`config.mk`:
```
export PLATFORM = sky130hd
export DESIGN_NAME = sata_fis_crc_appender
export DESIGN_NICKNAME = d
export VERILOG_FILES = /design/src/rtl/sata_fis_crc_appender.sv
export SDC_FILE = /design/constraint.sdc
export NUM_CORES = 1
export LEC_CHECK = 0
export CORE_MARGIN = 4
export CORE_UTILIZATION = 55
export DETAILED_ROUTE_END_ITERATION = 8
export PLACE_DENSITY = 0.8
export REMOVE_ABC_BUFFERS = 1
export SLEW_MARGIN = 0
export SYNTH_ARGS = -nofsm -noshare
export SYNTH_HDL_FRONTEND = slang
export SYNTH_SLANG_ARGS = --single-unit
```
`constraint.sdc`:
```
create_clock -name clk -period 10.6 [get_ports clk]
set_input_delay 2.12 -clock clk [delete_from_list [all_inputs] [get_ports clk]]
set_output_delay 2.12 -clock clk [all_outputs]
set_load 0.03 [all_outputs]
```
`src/rtl/sata_fis_crc_appender.sv`:
```
// rtl/sata_fis_crc_appender.sv - passes FIS dwords through and appends a SATA CRC32 dword per packet
//
// Ports:
//   clk, reset       clock; asynchronous active-high reset
//   i_dat/i_val/i_eop/i_rdy   upstream dword stream (eop marks last dword)
//   o_dat/o_val/o_eop/o_crc/o_rdy  downstream stream; o_eop/o_crc flag the appended CRC dword
//   err_long         one-cycle pulse when a packet grows past MAXLEN dwords

module sata_fis_crc_appender #(
  parameter logic [31:0] CRC_INIT = 32'h52325032,
  parameter int          MAXLEN   = 2049
) (
  input  logic        clk,
  input  logic        reset,
  input  logic [31:0] i_dat,
  input  logic        i_val,
  input  logic        i_eop,
  output logic        i_rdy,
  output logic [31:0] o_dat,
  output logic        o_val,
  output logic        o_eop,
  output logic        o_crc,
  input  logic        o_rdy,
  output logic        err_long
);

  localparam int          LW      = $clog2(MAXLEN + 2);
  localparam logic [31:0] POLY    = 32'h04C11DB7;
  localparam logic [LW-1:0] LEN_MAX = LW'(MAXLEN);
  localparam logic [LW-1:0] LEN_SAT = LW'(MAXLEN + 1);

  typedef enum logic {S_DATA, S_CRC} state_t;

  state_t         state, state_nx;
  logic [31:0]    crc_reg;
  logic [LW-1:0]  len_cnt;
  logic           err_done;
  logic           accept;

  // Full-dword CRC step, data bit 31 enters first; unrolled into a parallel XOR network.
  function automatic logic [31:0] crc_step(input logic [31:0] c, input logic [31:0] d);
    logic [31:0] r;
    logic        fb;
    r = c;
    for (int i = 31; i >= 0; i--) begin
      fb = r[31] ^ d[i];
      r  = {r[30:0], 1'b0} ^ ({32{fb}} & POLY);
    end
    return r;
  endfunction

  assign accept = (state == S_DATA) && i_val && o_rdy;

  always_comb begin
    state_nx = state;
    o_dat    = i_dat;
    o_val    = i_val;
    o_eop    = 1'b0;
    o_crc    = 1'b0;
    i_rdy    = o_rdy;
    case (state)
      S_DATA: begin
        if (accept && i_eop) state_nx = S_CRC;
      end
      S_CRC: begin
        o_dat = crc_reg;
        o_val = 1'b1;
        o_eop = 1'b1;
        o_crc = 1'b1;
        i_rdy = 1'b0;
        if (o_rdy) state_nx = S_DATA;
      end
      default: state_nx = S_DATA;
    endcase
  end

  always_ff @(posedge clk or posedge reset) begin
    if (reset) begin
      state    <= S_DATA;
      crc_reg  <= CRC_INIT;
      len_cnt  <= '0;
      err_done <= 1'b0;
      err_long <= 1'b0;
    end else begin
      state    <= state_nx;
      err_long <= 1'b0;
      if (accept) begin
        crc_reg <= crc_step(crc_reg, i_dat);
        if (len_cnt != LEN_SAT) len_cnt <= len_cnt + 1'b1;
        // Crossing from MAXLEN to MAXLEN+1 is the only trigger; err_done keeps it to once per packet.
        if (len_cnt == LEN_MAX && !err_done) begin
          err_long <= 1'b1;
          err_done <= 1'b1;
        end
      end else if (state == S_CRC && o_rdy) begin
        crc_reg  <= CRC_INIT;
        len_cnt  <= '0;
        err_done <= 1'b0;
      end
    end
  end

endmodule

```
## Word-level counts from Yosys, hierarchy flattened

Cells that the tools add are included.

| word-level totals | value |
|---|---|
| bits in read-only memories | 0 |
| input port bits | 37 |
| word-level logic and storage cells | 101 |
| register bits | 47 |
| output and inout bits | 37 |
| RAM bits | 0 |
| latch bits | 0 |
| memories | 0 |

| operators by class | value |
|---|---|
| mux-type cells | 17 |
| add/sub/neg operators | 1 |
| reductions and logical operators | 9 |
| $mul | 0 |
| eq/ne operators | 4 |
| bitwise gates (word level) | 65 |
| shift operators | 0 |
| $lt $le $gt $ge | 0 |
| div/mod/pow operators | 0 |

Operator list:

| operator | number |
|---|---|
| XOR 32 x 27 -> 32 bit | 32 |
| two-way mux 32 bit | 3 |
| two-way mux 12 bit | 3 |
| XOR 1 bit | 32 |
| adder 12 x 1 -> 12 bit (second input constant) | 1 |
| == test 12 bit (second input constant) | 1 |
| inequality test 12 bit (second input constant) | 1 |
| two-way mux 1 bit | 10 |
| logical AND 1 bit | 5 |
| inequality test 2 x 1 -> 1 bit (second input constant) | 2 |
| AND reduction 2 bit | 2 |
| case mux 1 bit (2 select lines) | 1 |
| nonzero test 2 bit | 1 |
| zero test 1 bit | 1 |
| inverter 1 bit | 1 |

## Longest topological paths before layout

| logic depth | value |
|---|---|
| word-level depth | 65 |
| mapped depth | 10 |
| depth with buffers taken out | 10 |

## Worst setup path after synthesis

Ideal clock, no wire load.

| timing path | value |
|---|---|
| path kind | input to register |
| start point | input port i_dat[27] |
| end point | register crc_reg[10] |
| slack | 5.361 ns |
| stages on the path | 9 |
| arrival | 5.109 ns |
| library setup time | 0.131 ns |
| path buffers | 0 |
| required time | 10.469 ns |
| path through | xnor2_4 > xnor3_2 > xnor2_4 > xor3_2 > xnor3_2 > xnor3_2 > xor2_2 > xnor2_1 > o21ai_1 |

| on the way | value |
|---|---|
| cells in the longest elaborated chain, start to end | 34 |
| elaborated cells between the ends (all ways) | 43 |

RTL lines:

| element | line | RTL |
|---|---|---|
| from (decl) | 15 | `input logic [31:0] i_dat,` |
| XOR 1 bit (*) | 46 | `fb = r[31] ^ d[i];` |
| XOR 32 x 27 -> 32 bit (*) (6 in series) | 47 | `r = {r[30:0], 1'b0} ^ ({32{fb}} & POLY);` |
| XOR 1 bit / XOR 32 x 27 -> 32 bit (equally long branches) | 46, 47 |  |
| XOR 32 x 27 -> 32 bit (*) (6 in series) | 47 |  |
| XOR 1 bit / XOR 32 x 27 -> 32 bit (equally long branches) | 46, 47 |  |
| XOR 32 x 27 -> 32 bit (*) (6 in series) | 47 |  |
| XOR 1 bit / XOR 32 x 27 -> 32 bit (equally long branches) | 46, 47 |  |
| XOR 32 x 27 -> 32 bit (*) (6 in series) | 47 |  |
| XOR 1 bit / XOR 32 x 27 -> 32 bit (equally long branches) | 46, 47 |  |
| XOR 32 x 27 -> 32 bit (*) (4 in series) | 47 |  |
| two-way mux 32 bit (*) | 87 | `if (accept) begin` |
| to (signal assigned) | 88 | `crc_reg <= crc_step(crc_reg, i_dat);` |
| to (decl) | 35 | `logic [31:0] crc_reg;` |

Mark *: on every way between the ends. The rest lies on a longest branch, timed or not.
A chain may end at the register's enable or synchronous reset.

## Worst setup path in the final report

| timing path | value |
|---|---|
| start point | input port i_dat[29] |
| end point | register crc_reg[12] |

| on the way | value |
|---|---|
| cells in the longest elaborated chain, start to end | 36 |
| elaborated cells between the ends (all ways) | 48 |

RTL lines:

| element | line |
|---|---|
| XOR 1 bit (*) | 46 |
| XOR 32 x 27 -> 32 bit (*) (6 in series) | 47 |
| XOR 1 bit / XOR 32 x 27 -> 32 bit (equally long branches) | 46, 47 |
| XOR 32 x 27 -> 32 bit (*) (6 in series) | 47 |
| XOR 1 bit / XOR 32 x 27 -> 32 bit (equally long branches) | 46, 47 |
| XOR 32 x 27 -> 32 bit (*) (6 in series) | 47 |
| XOR 1 bit / XOR 32 x 27 -> 32 bit (equally long branches) | 46, 47 |
| XOR 32 x 27 -> 32 bit (*) (6 in series) | 47 |
| XOR 1 bit / XOR 32 x 27 -> 32 bit (equally long branches) | 46, 47 |
| XOR 32 x 27 -> 32 bit (*) (6 in series) | 47 |
| two-way mux 32 bit (*) | 87 |

Marks and branches as above.

==> key figures <==
Job
  • Max cap viols: 0

GRT
  • Number of global-route vias before repair: 4066
  • Antenna violations before repair: 0
  • Gr usage total: 26.3%
  • Largest net degree at the start of global routing: 48
  • GRT Residual Overflow: 0
  • First-pass GRT wire length: 22900 um

Critical path
  • Cell family with most CP delay: XOR/XNOR gates
  • Slowest CP cell: xnor2_1
  • Crit. End Element: flip-flop
  • Crit path buf inv count: 1
  • CP Cell Sequence: clkdlybuf4s50_1 -> xnor2_1 -> xnor2_2 -> xnor3_4 -> xnor3_1 -> xor2_2 -> xor2_2 -> xnor3_1 -> xnor2_1 -> a21oi_1
  • WP data arrival: 6.62 ns
  • Max incr delay on CP: 0.89 ns
  • CP Data Required Time: 10.85 ns
  • Crit path launch type: primary input
  • Crit path kind: in -> reg
  • Crit path max fanout: 6

Synthesis
  • #FFs+latches synth: 47
  • Top cells by count, synth: 162 x xnor2_1, 36 x dfrtp_1, 36 x xor2_1
  • Yosys warns: 0
  • Async SR Flop Fraction: 100%
  • Top cell type's share of synthesized area: 25.5%
  • Synth cell types: 43
  • Main area contributors after synthesis: xnor2_1 26%, dfrtp_1 16%, xnor3_1 12%
  • Seq/Total Area, Yosys: 21.4%
  • Post-synth top area cell: xnor2_1
  • Syn Inst Count: 487
  • Post-synth EDFFs: 0
  • Post-Syn Area: 5560 sq um
  • Synthesized area per cell: 11.4 sq um
  • Ys flop type: dfrtp_1
  • Most common cell in the synthesized netlist: xnor2_1

Die
  • Num rows: 36
  • Die area: 11800 sq um
  • IO Pins: 74
  • Die W: 109 um
  • Initial Util: 56.6%
  • Die H: 109 um
  • Core ar.: 9820 sq um

Timing
  • FMAX: 157 MHz
  • Endpoints failing setup: 0
  • Layout Skew: 0.00640 ns
  • Minimum clock period: 6.37 ns
  • Max-slew violation count: 0
  • Setup_tns: 0 ns
  • Final hold vios: 0
  • Tightest Pin Transition: 1.14 ns
  • Period utilization: 60.1%
  • RSZ-0062 raised after global routing: no
  • Slew margin rel.: 23.6%

Placed design
  • Dpl hpwl: 11300 um
  • Gpl congestion: 0.969
  • # port buffers: 73
  • DP Cell Count: 681
  • Dpl cell area: 6390 sq um

Layout
  • Total Nets Final: 595
  • Fin area: 6490 sq um
  • Area delta synth->final: 16.8%
  • Max reg flops: 32
  • Post-layout util: 66.1%
  • N_diodes: 0
  • Share of cells above drive strength 1: 17.1%
  • Post-Layout Cell Count: 689

Clock network
  • Htree depth: 2
  • TritonCTS clock tree: yes
  • Post-CTS sizing: 0
  • Reg clk slew, reported paths: 0.10 ns
  • Hold_buf cts: 0
  • CTS root buf: clkbuf_8
  • Clock tree buffer depth: 2
  • CTS Sinks: 47
  • Total CTS buffers: 5
  • Clk_lat worst skew: 0.32 ns
  • Postcts setup bufs: 0

Detailed routing
  • DRT Wirelength: 14500 um
  • Drt pass-1 iters: 4
  • Routed wire length per instance: 21.0 um
  • DR vias: 3727
  • Vias per cell: 5.41
  • Drt drc: 0
  • Antenna-violating nets left: 0
  • DR iter-0 viols: 186

Run status
  • Status: finished clean

Min path
  • Worst Hold Class: reg -> reg
-- cell type report --
cell class / instances / area [sq um]
multi-input cells: 421 / 4280
fillers: 822 / 3330
flip-flops and latches: 47 / 1190
repair buffers: 74 / 738
well taps: 133 / 166
clock buffers: 5 / 68.8
clock inverters: 3 / 27.5
inverters: 6 / 22.5
-- layer usage --
metal | wire (um) | part of all wire [%] | GRT usage (%)
met2 | 6920 | 48 | 42.9
met1 | 6560 | 45 | 36.6
met4 | 335 | 2.3 | 7.84
met3 | 648 | 4.5 | 3.40
met5 | 0 | 0 | 0
-- cells in the final DEF (no fill, tap or decap), types with 9 or more instances in the layout --
master and n:
xnor3_1 29, mux2_2 32, nand2_1 28, xor2_1 36, nor2_1 11, xnor2_2 14
nand3_1 9, a21oi_1 15, clkdlybuf4s50_1 73, xnor2_1 162, dfrtp_1 35, o21ai_0 24
dfstp_2 11
-- stage by stage --
step           setup slack [ns]  hold slack (ns)
2_1_floorplan              5.35            0.421
3_3_place_gp               3.98            0.440
3_5_place_dp               3.94            0.461
4_1_cts                    4.28            0.476
5_1_grt                    4.18            0.510
6_report                   4.23            0.474
-- logic make-up (layout without fill, tap and decap cells) --
logic type,Yosys count,in the layout,synth area share [%]
AOI/OAI and AO/OA,55,55,5.43
xor gates and xnor gates,269,269,59.2
adders and majority gates,3,3,0.676
buffers and inverters,19,88,1.60
DFF,47,47,21.4
muxes,33,33,6.67
and+or+nand+nor,61,61,4.98
-- final timing paths --
check	start	endpoint	slack [ns]	depth (start not counted)
setup / recovery	i_dat[29]	crc_reg[12]$_DFFE_PP1P_	4.23	10
hold reg to reg	err_done$_DFFE_PP0P_	err_long$_DFF_PP0_	0.47	1
setup reg to reg	crc_reg[29]$_DFFE_PP0P_	crc_reg[12]$_DFFE_PP1P_	6.04	9
max in group asynchronous	reset	state$_DFF_PP0_	7.54	2
min in group asynchronous	reset	crc_reg[31]$_DFFE_PP0P_	2.36	2
hold / removal	err_done$_DFFE_PP0P_	err_long$_DFF_PP0_	0.47	1
-- worst reg2reg max path, stage by stage, from the launching register on --
cell,delay (ns)
dfrtp_1,0.41
xnor2_1,0.90
xnor2_2,0.32
xnor3_4,0.67
xnor3_1,0.50
xor2_2,0.48
xor2_2,0.49
xnor3_1,0.43
xnor2_1,0.15
a21oi_1,0.15
Power is not shown: default switching activity piles up to over one toggle a cycle in this logic, so the estimate is an artifact.
==> RTL edit 1, RTL diff (config.mk and constraints unchanged) <==
Reset style: synchronous (`reset`), changed in one clocked block. Comments in the files are not updated.
--- a/src/rtl/sata_fis_crc_appender.sv
+++ b/src/rtl/sata_fis_crc_appender.sv
@@ -75,5 +75,5 @@
   end
 
-  always_ff @(posedge clk or posedge reset) begin
+  always_ff @(posedge clk) begin
     if (reset) begin
       state    <= S_DATA;
Formal check against the unedited RTL: not equivalent (a bounded check fails within 4 cycles, from zero or initial values and one cycle with reset high; the reset may be asserted at any time).
==> RTL edit 1 against the original RTL <==
Maximum frequency up 1.0%; first-iteration DRC count up 8.6%; worst setup slack better by 64 ps; count of clock-buffer cells in the layout unchanged; design area down 4.1%; area after synthesis down 5.5%; routed wire length down 4.3%; clock skew up 2.5 ps; synthesized cell count down 1.4%; sequential cell count unchanged; critical endpoint is now crc_reg[13]; largest cell class unchanged.
Power is left out: the tool's default activity adds up to more than one toggle a clock period on the data nets, which glitch-free logic cannot reach.
==> RTL edit 1: results (changes against the original RTL) <==
| Metric | Value |
|---|---|
| Number of flip-flops in the largest register | 32 (unchanged) |
| Post-cts sizing count | 0 (unchanged) |
| Synth async-reset ratio | 0 (-1.00) |
| Critical-path top delay cell | xnor3_1 |
| Unique masters post-synth | 41 (-4.7%) |
| Final weighted congestion in routability-driven placement | 1.03 (+6.6%) |
| Clock Tree Buf Depth | 2 (unchanged) |
| Initial antenna violation count | 0 (unchanged) |
| Most used flip-flop cell after synthesis | dfxtp_1 |
| 1st-iter DRT viols | 202 (+8.6%) |
| HPWL Detailed | 11.3 mm (+0.56%) |
| Share of layout cells above drive strength 1 | 0.142 (-0.0290) |
| Sequential share of the synthesized area | 0.179 (-0.0349) |
| Synth cell count leaders | 137 x xnor2_1, 50 x xor2_1, 47 x dfxtp_1 |
| Largest net degree at the start of global routing | 41 (-15%) |
| Area contributors post-synth | xnor2_1 23%, dfxtp_1 18%, xnor3_1 16%, xor2_1 8.3%, mux2_2 7.1% |
| Clk root buf | clkbuf_8 |
| YS warnings | 0 (unchanged) |
| Layout net count | 589 (-1.0%) |
| Critical path's top delay family | XOR/XNOR gates |
| Slew Limit Fails | 0 (unchanged) |
| Non-Filler Instances | 679 (-1.5%) |
| Vias in the first global route | 3866 (-4.9%) |
| Post-synthesis cell count | 480 (-1.4%) |
| H-tree levels | 2 (unchanged) |
| Max FO, Critical Path | 8 (+2) |
| DRT Pass-1 Iters | 4 (unchanged) |
| Worst min path class | flip-flop to flip-flop |
| Clk_lat worst skew | 310 ps |
| Routed via count | 3665 (-1.7%) |
| Cell Area, Placed | 6110 µm² (-4.5%) |
| Clk_skew | 8.91 ps (+2.51 ps) |
| Post-CTS setup buffers | 0 (unchanged) |
| Dpl cells | 671 (-1.5%) |
| CTS buffer count | 5 (unchanged) |
| Status | finished clean |
| Final wirelength | 13.8 mm (-4.3%) |
| Worst-path clk slew | 100 ps (about the same) |
| Diode count | 0 (unchanged) |
| Worst rel slew slack | 0.255 (+0.0195) |
| Register area | 942 µm² (-21%) |
| Critical path's largest stage delay | 690 ps (-200 ps) |
| First-pass GRT wire length | 22.3 mm (-2.6%) |
| GRT Total Usage | 0.259 (-0.00400) |
| Fill cell count | 767 (-6.7%) |
| DP Worst Slack | 3920 ps (-18.1 ps) |
| Port bufs | 73 (unchanged) |
[RTL edit 1: cell types whose count changed after synthesis, moves of 14 or more]
cell	change
dfrtp_1	-36
dfxtp_1	+47
nand2_1	-20
nor2_1	+20
o21ai_0	-19
xnor2_1	-25
xor2_1	+14
[RTL edit 1: area by class of cell]
| cell class | instances | share of cell area |
|---|---|---|
| Clock buffer | 5 | 0.0111 |
| Clock inverter | 3 | 0.00744 |
| Inverter | 4 | 0.00241 |
| Multi-Input combinational cell | 415 | 0.681 |
| Sequential cell | 47 | 0.151 |
| Tap cell | 129 | 0.0259 |
| Timing Repair Buffer | 76 | 0.121 |
[RTL edit 1: path summary, 6_finish.rpt]
path	from	end	slack, ps	cells after the start
worst max-delay path	i_dat[28]	crc_reg[13]	4290	10
worst min-delay path	err_done	err_done	490	2
worst min register to register	err_done	err_done	490	2
worst max register to register	crc_reg[31]	crc_reg[13]	6190	9
[RTL edit 1: logic make-up after synthesis]
| group | count (synthesis) | share of synthesized area |
|---|---|---|
| xor+xnor | 258 | 0.600 |
| simple gates | 73 | 0.0672 |
| compound gates | 48 | 0.0622 |
| flops | 47 | 0.179 |
| mux | 33 | 0.0708 |
| buf+inv | 18 | 0.0136 |
| fa+ha+maj | 3 | 0.00715 |
[RTL edit 1: tightest hold or removal path: cells and delay by family (launching register included)]
| kind | cells | cell delay (ps) |
|---|---|---|
| buffers and inverters | 1 | 60 |
| AO/OA/AOI/OAI | 1 | 80 |
| flip-flops | 1 | 310 |
[RTL edit 1: metal layers]
layer | track usage | up-vias | wire length [µm] | part of all wire
li1 | - | 1750 | - | -
met1 | 0.359 | 1769 | 6210 | 0.45
met2 | 0.420 | 121 | 6570 | 0.47
met3 | 0.0404 | 25 | 724 | 0.052
met4 | 0.0703 | 0 | 339 | 0.024
met5 | 0 | - | 0 | 0
==> RTL edit 2, RTL diff (config.mk and constraints unchanged) <==
Made on the original files. Set the parameter `MAXLEN` to 1024 (it was 2049).
--- a/src/rtl/sata_fis_crc_appender.sv
+++ b/src/rtl/sata_fis_crc_appender.sv
@@ -9,5 +9,5 @@
 module sata_fis_crc_appender #(
   parameter logic [31:0] CRC_INIT = 32'h52325032,
-  parameter int          MAXLEN   = 2049
+  parameter int          MAXLEN   = 1024
 ) (
   input  logic        clk,
Function: not settled (the Yosys comparison gave no result); the edit may change what the design does.
==> RTL edit 2 against the original RTL <==
Worst setup slack better by 150 ps; routed wire length fell by 8.9%; critical path type unchanged; via count fell by 5.6%; area after synthesis fell by 1.1%; sequential cell count fell by 1; highest routed layer unchanged; design area shrank 0.56%.
Power is left out: the tool's default activity adds up to more than one toggle a clock period on the data nets, which glitch-free logic cannot reach.
==> RTL edit 2: results (changes against the original RTL) <==
| Metric | Value |
|---|---|
| Drt via density | 5.27 (-2.6%) |
| Share of layout cells above drive strength 1 | 0.185 (+0.0142) |
| CP Launch Point | i_dat[25] |
| Max FO, Critical Path | 7 (+1) |
| Drt wl/cell | 19.7 µm (-6.0%) |
| RR Startpoint | crc_reg[25] |
| Synth cell count leaders | 138 x xnor2_1, 41 x xor2_1, 35 x dfrtp_1, 35 x nand2_1, 32 x mux2_2 |
| GRT Total Usage | 0.237 (-0.0263) |
| HPWL Detailed | 10.5 mm (-7.0%) |
| Status | finished clean |
| Routed via count | 3519 (-5.6%) |
| Synth Area in Adders | 0.00683 (+0.0000770) |
| Synth Area in XOR/XNOR | 0.595 (+0.00287) |
| First-pass GRT wire length | 20.8 mm (-9.4%) |
| Area contributors post-synth | xnor2_1 22%, dfrtp_1 16%, xnor3_1 12%, mux2_2 6.6%, xor2_1 6.5% |
| Unique masters post-synth | 41 (-4.7%) |
| Dpl cells | 660 (-3.1%) |
| Clk_skew | 11.8 ps (+5.41 ps) |
| Multiplexer share of the synthesized area | 0.0692 (+0.00258) |
| Reg2Reg Setup Slack | 6230 ps (+190 ps) |
| 1st-iter DRT viols | 172 (-7.5%) |
| Sequential share of the synthesized area | 0.212 (-0.00212) |
| Post-synthesis compound-gate area fraction | 0.0528 (-0.00143) |
| Vias in the first global route | 3670 (-9.7%) |
| Worst rel slew slack | 0.370 (+0.134) |
-- RTL edit 2: per-stage QoR --
step / setup slack (ps) / instance area (µm²) / util / hold WS [ps]
after detailed placement: 4050 / 6340 / 0.652 / 448
after CTS: 4370 / 6450 / 0.663 / 464
final: 4380 / 6450 / 0.663 / 461
after global placement: 4050 / 6340 / 0.652 / 438
after floorplan: 5130 / 5440 / - / 422
after global routing: 4240 / 6450 / 0.663 / 506
-- RTL edit 2: cell families (layout without fill, tap and decap cells) --
group | Yosys count | count (layout)
and+or+nand+nor | 61 | 61
adders and majority gates | 3 | 3
xor gates and xnor gates | 255 | 255
buffers and inverters | 18 | 88
DFF | 46 | 46
muxes | 34 | 34
AOI/OAI and AO/OA | 48 | 48
-- RTL edit 2: final cells by class --
type	instances	area [µm²]
sequential	46	1170
inverter	6	22.5
multi-input combinational	401	4250
fill	809	3270
timing repair buffer	74	738
clock inverter	3	43.8
clock buffer	5	68.8
tap	133	166
-- RTL edit 2: worst max-delay path: stages --
cell and delay, ps:
clkdlybuf4s50_1 460, xnor2_2 450, xor2_1 610, xnor3_2 600, xnor2_4 290, xnor3_2 540, xnor2_4 350, xnor3_2 540
xnor3_1 390, o21ai_1 60
-- RTL edit 2: layer usage --
layer	part of all wire	GRT usage
met5	0	0
met4	0.011	0.0442
met3	0.050	0.0352
met2	0.50	0.406
met1	0.44	0.322
-- RTL edit 2: worst min path at each step --
stage | from | endpoint | slack [ps]
6_report | err_done | err_long | 460
5_1_grt | err_done | err_long | 510
4_1_cts | err_done | err_long | 460
3_5_place_dp | err_done | err_long | 450
3_3_place_gp | err_done | err_long | 440
2_1_floorplan | err_done | err_long | 420
